<file path="src/rtl/serial_word_receiver.sv">
// serial_word_receiver: start/data/[parity]/stop frame receiver feeding a one-entry valid/ready buffer.
// Defining PARITY_EN adds an even-parity bit between the data and the stop bit.
module serial_word_receiver #(
  parameter int WIDTH     = 4,
  parameter bit MSB_FIRST = 1'b0
) (
  input  logic             clk,
  input  logic             clear_n,
  input  logic             s_in,
  output logic [WIDTH-1:0] dout,
  output logic             dout_valid,
  input  logic             dout_ready,
  output logic             busy,
  output logic             frame_err,
  output logic             parity_err,
  output logic             overrun,
  input  logic             clr_flags
);

  localparam int CW = $clog2(WIDTH);
  localparam logic [CW-1:0] LAST = CW'(WIDTH - 1);

  typedef enum logic [1:0] {IDLE, DATA, PARITY, STOP} state_t;

  state_t           state, state_nxt;
  logic [CW-1:0]    count;
  logic [WIDTH-1:0] shift_reg;
  logic             start_seen, shift_en, stop_seen;
  logic             frame_bad, par_bad, word_good;
  logic             xfer, load, drop;

  always_ff @(posedge clk or negedge clear_n) begin
    if (!clear_n) state <= IDLE;
    else          state <= state_nxt;
  end

  always_comb begin
    state_nxt  = state;
    start_seen = 1'b0;
    shift_en   = 1'b0;
    stop_seen  = 1'b0;
    case (state)
      IDLE: begin
        if (s_in) begin
          state_nxt  = DATA;
          start_seen = 1'b1;
        end
      end
      DATA: begin
        shift_en = 1'b1;
        if (count == LAST) begin
`ifdef PARITY_EN
          state_nxt = PARITY;
`else
          state_nxt = STOP;
`endif
        end
      end
      PARITY: state_nxt = STOP;
      STOP: begin
        stop_seen = 1'b1;
        state_nxt = IDLE;
      end
      default: state_nxt = IDLE;
    endcase
  end

  assign busy = (state != IDLE);

`ifdef PARITY_EN
  logic par_bit;
  logic parity_err_q;

  // Even parity: data bits XOR parity bit must be zero.
  assign par_bad = stop_seen & ((^shift_reg) ^ par_bit);

  always_ff @(posedge clk or negedge clear_n) begin
    if (!clear_n) begin
      par_bit      <= 1'b0;
      parity_err_q <= 1'b0;
    end else begin
      if (state == PARITY) par_bit <= s_in;
      parity_err_q <= par_bad;
    end
  end

  assign parity_err = parity_err_q;
`else
  assign par_bad    = 1'b0;
  assign parity_err = 1'b0;
`endif

  // Output handshake: a word moves to the consumer on any rising edge where
  // dout_valid and dout_ready are both 1; dout is stable while dout_valid is 1.
  assign frame_bad = stop_seen & s_in;
  assign word_good = stop_seen & ~s_in & ~par_bad;
  assign xfer      = dout_valid & dout_ready;
  assign load      = word_good & (~dout_valid | dout_ready);
  assign drop      = word_good & ~load;

  always_ff @(posedge clk or negedge clear_n) begin
    if (!clear_n) begin
      count      <= '0;
      shift_reg  <= '0;
      dout       <= '0;
      dout_valid <= 1'b0;
      frame_err  <= 1'b0;
      overrun    <= 1'b0;
    end else begin
      if (start_seen)    count <= '0;
      else if (shift_en) count <= count + 1'b1;

      if (shift_en) begin
        if (MSB_FIRST) shift_reg <= {shift_reg[WIDTH-2:0], s_in};
        else           shift_reg <= {s_in, shift_reg[WIDTH-1:1]};
      end

      if (load) begin
        dout       <= shift_reg;
        dout_valid <= 1'b1;
      end else if (xfer) begin
        dout_valid <= 1'b0;
      end

      frame_err <= frame_bad;

      // A drop in the same cycle as clr_flags must still leave overrun set.
      if (drop)           overrun <= 1'b1;
      else if (clr_flags) overrun <= 1'b0;
    end
  end

endmodule

</file>
<file path="config.mk">
export PLATFORM = sky130hd
export DESIGN_NAME = serial_word_receiver
export DESIGN_NICKNAME = d
export VERILOG_FILES = /design/src/rtl/serial_word_receiver.sv
export SDC_FILE = /design/constraint.sdc
export NUM_CORES = 1
export LEC_CHECK = 0
export CORE_MARGIN = 2
export CORE_UTILIZATION = 40
export DETAILED_ROUTE_END_ITERATION = 7
export GPL_TIMING_DRIVEN = 0
export PLACE_DENSITY = 0.76
export SYNTH_ARGS = -nofsm -noshare
export SYNTH_HDL_FRONTEND = slang
export SYNTH_SLANG_ARGS = --single-unit
export TNS_END_PERCENT = 5
</file>
<file path="constraint.sdc">
create_clock -name clk -period 1.3 [get_ports clk]
set_input_delay 0.26 -clock clk [delete_from_list [all_inputs] [get_ports clk]]
set_output_delay 0.26 -clock clk [all_outputs]
set_load 0.1 [all_outputs]
</file>
==> qor.csv <==
stage,metric,value,unit
synth,synth_top_area_share,54.4,%
clock_network,clk_pin_slew,0.08,ns
floorplanning,ios,14,
placement,gp_routability_congestion,0.695,
worst_setup_path,r2r-end,state[1],
sta,skew,0.00490,ns
grt,gr-usage-all-layers,12.4,%
drt,drtIter0Drc,2,
drt,via_count,415,
min_path,min_path_type,input pin to async pin,
drt,detail_route.wirelength,1.07,mm
cells_and_area,final_area,905,sq um
worst_setup_path,cp-end-kind,output pin,
status,status,"complete, but fails checks",
worst_setup_path,slowest_delay,0.42,ns
status,violations,negative setup slack,
placement,place_hpwl,770,um
sta,finalSetupViolCount,7,
worst_setup_path,path_class,flip-flop to output pin,
drt,wl_per_cell,12.7,um
placement,numPortBuffers,12,
sta,maxSlewViolCount,0,
clock_network,clock_sinks,15,
worst_setup_path,path_cells,"inv_2, ha_4, clkinvlp_4, buf_12",
cells_and_area,drive_gt1_share,54.4,%
synth,netlist_area,689,sq um
worst_setup_path,required,1.04,ns
grt,grt_pass1_wl,1.75,mm
worst_setup_path,r2r_slack,-0.13,ns
sta,finalHoldViolations,0,
synth,ys_seq_area_share,54.4,%
clock_network,htreeDepth,1,
cells_and_area,syn_to_final_growth,31.2,%
synth,synth.largest_area_cell,dfrtp_1,
worst_setup_path,crit_path_max_fanout,3,
synth,synth_fp_nets,57,
drt,routed_via_density,4.94,
clock_network,worst_skew_pair.late_latency,0.27,ns
sta,tightest_slew,0.667,ns
grt,grt_antenna_before_repair,0,
floorplanning,die_x,45.5,um
synth,ys_types,16,
flow_run,drv_cap,0,
synth,yosys_warnings,0,
cells_and_area,num_antenna_cells,0,
worst_setup_path,slowest_stage,dfrtp_1,
sta,finalWorstSetupSlack,-0.164,ns
clock_network,cts_made_buffers,3,
worst_setup_path,reg2reg_from,state[0],
cells_and_area,final_nets,78,
worst_setup_path,rr_worst_depth,6,
worst_setup_path,path_buf_inv,3,
placement,post_dp_cell_area,850,sq um
floorplanning,fp-row-count,14,
clock_network,clock_path_buffers,2,
drt,first_pass_iters,2,
sta,relSlewSlack,55.4,%
worst_setup_path,cpLargestDelayFamily,flip-flops,
grt,grt-ovfl-total,0,
synth,ys_seq_elements,15,
floorplanning,coreArea,0.00156,sq mm
drt,ant_nets,0,
drt,drcViolationCount,0,
floorplanning,dieArea,0.00207,sq mm
worst_setup_path,cp-start-kind,flip-flop,
worst_setup_path,crit_start,state[1],
grt,grt_pass1_vias,413,
sta,max_freq,683,MHz
sta,rsz0062_at_grt,true,
synth,synth.avg_cell_area,14.4,sq um
worst_setup_path,cp.arrival,1.20,ns
clock_network,clockRootBuffer,clkbuf_4,
synth,synthTopCellsByArea,"dfrtp_1 54%, mux2_4 8.7%, mux2_2 8.2%, ha_1 7.3%, nand2b_4 4.0%",
floorplanning,dieHeight,45.5,um
sta,period_minus_slack,1.46,ns
grt,grt_max_degree,16,
floorplanning,initial_core_util,44.2,%
sta,period_share,113,%
clock_network,cts_tree,built,
synth,postSynthCellCount,48,
## cells in the final DEF, fill, tap and decap left out
| cell type | Yosys | routed |
|---|---|---|
| clkbuf_4 | 0 | 4 |
| ha_4 | 0 | 1 |
| dfrtp_1 | 15 | 15 |
| clkinvlp_4 | 0 | 1 |
| nand2_1 | 1 | 1 |
| clkbuf_1 | 0 | 1 |
| xnor2_1 | 1 | 1 |
| buf_6 | 0 | 1 |
| nor2b_4 | 1 | 1 |
| and2_2 | 1 | 1 |
| o22ai_2 | 1 | 1 |
| a21oi_1 | 2 | 2 |
| buf_12 | 0 | 1 |
| conb_1 | 1 | 1 |
| clkdlybuf4s50_1 | 0 | 4 |
| inv_2 | 0 | 3 |
| ha_2 | 0 | 1 |
| mux2_4 | 4 | 5 |
| ha_1 | 4 | 2 |
| mux2_2 | 5 | 4 |
| mux2i_1 | 2 | 2 |
| buf_4 | 2 | 11 |
| inv_1 | 5 | 1 |
| o22ai_1 | 1 | 1 |
| nand2b_4 | 2 | 2 |
## area by class of cell
type / count / area [sq um]
Buffer: 2 / 18.8
Clock buffer: 4 / 26.3
Fill cell: 131 / 654
Inverter: 5 / 22.5
Multi-Input combinational cell: 26 / 299
Sequential cell: 15 / 375
Tap cell: 16 / 20.0
Timing Repair Buffer: 16 / 143
## Yosys cell counts
cell type and n:
a21oi_1 2, and2_2 1, buf_4 2, conb_1 1
dfrtp_1 15, ha_1 4, inv_1 5, mux2_2 5
mux2_4 4, mux2i_1 2, nand2_1 1, nand2b_4 2
nor2b_4 1, o22ai_1 1, o22ai_2 1, xnor2_1 1
## layer usage
layer | vias to the layer above | wire length (um) | track usage (%)
li1 | 200 | - | -
met1 | 201 | 458 | 14.3
met2 | 12 | 534 | 19.4
met3 | 2 | 64 | 5.95
met4 | 0 | 11 | 5.29
met5 | - | 0 | 0
## through the flow
step / utilization (%) / setup slack (ns) / setup TNS, ns / hold slack [ns] / std cells
after floorplan: - / -0.519 / -2.09 / -0.0356 / 48
after global placement: 54.5 / -0.763 / -5.22 / 0.498 / 76
after detailed placement: 54.5 / -0.775 / -5.42 / 0.499 / 76
after CTS: 57.2 / -0.176 / -0.849 / 0.404 / 83
after global routing: 58.0 / -0.223 / -1.45 / 0.443 / 84
final: 58.0 / -0.164 / -0.852 / 0.387 / 84
## worst max-delay path by stage
stage               end  slack (ns)  depth (start not counted)
2_1_floorplan  state[1]       -0.52                          5
3_3_place_gp       busy       -0.76                          4
3_5_place_dp       busy       -0.77                          4
4_1_cts            busy       -0.18                          4
5_1_grt            busy       -0.22                          4
6_report           busy       -0.16                          4
## cell families (layout without fill, tap and decap cells)
logic type,Yosys count,after routing,share of synthesized area (%)
DFF,15,15,54.4
muxes,11,11,19.8
buffers and inverters,7,27,4.90
and+or+nand+nor,5,5,7.62
adders and majority gates,4,4,7.26
AOI/OAI and AO/OA,4,4,4.17
other,1,1,0.544
xor gates and xnor gates,1,1,1.27
## timing repair
action / 4_1_cts / 5_1_grt
gates resized for setup: 51 / 3
setup buffers: 3 / 1
pin swaps: 1 / 1
hold buffers: 0 / 0
endpoints found under the setup margin: 13 / 11
Power is left out: the tool's default activity adds up to more than one toggle a clock period on the data nets, which glitch-free logic cannot reach.
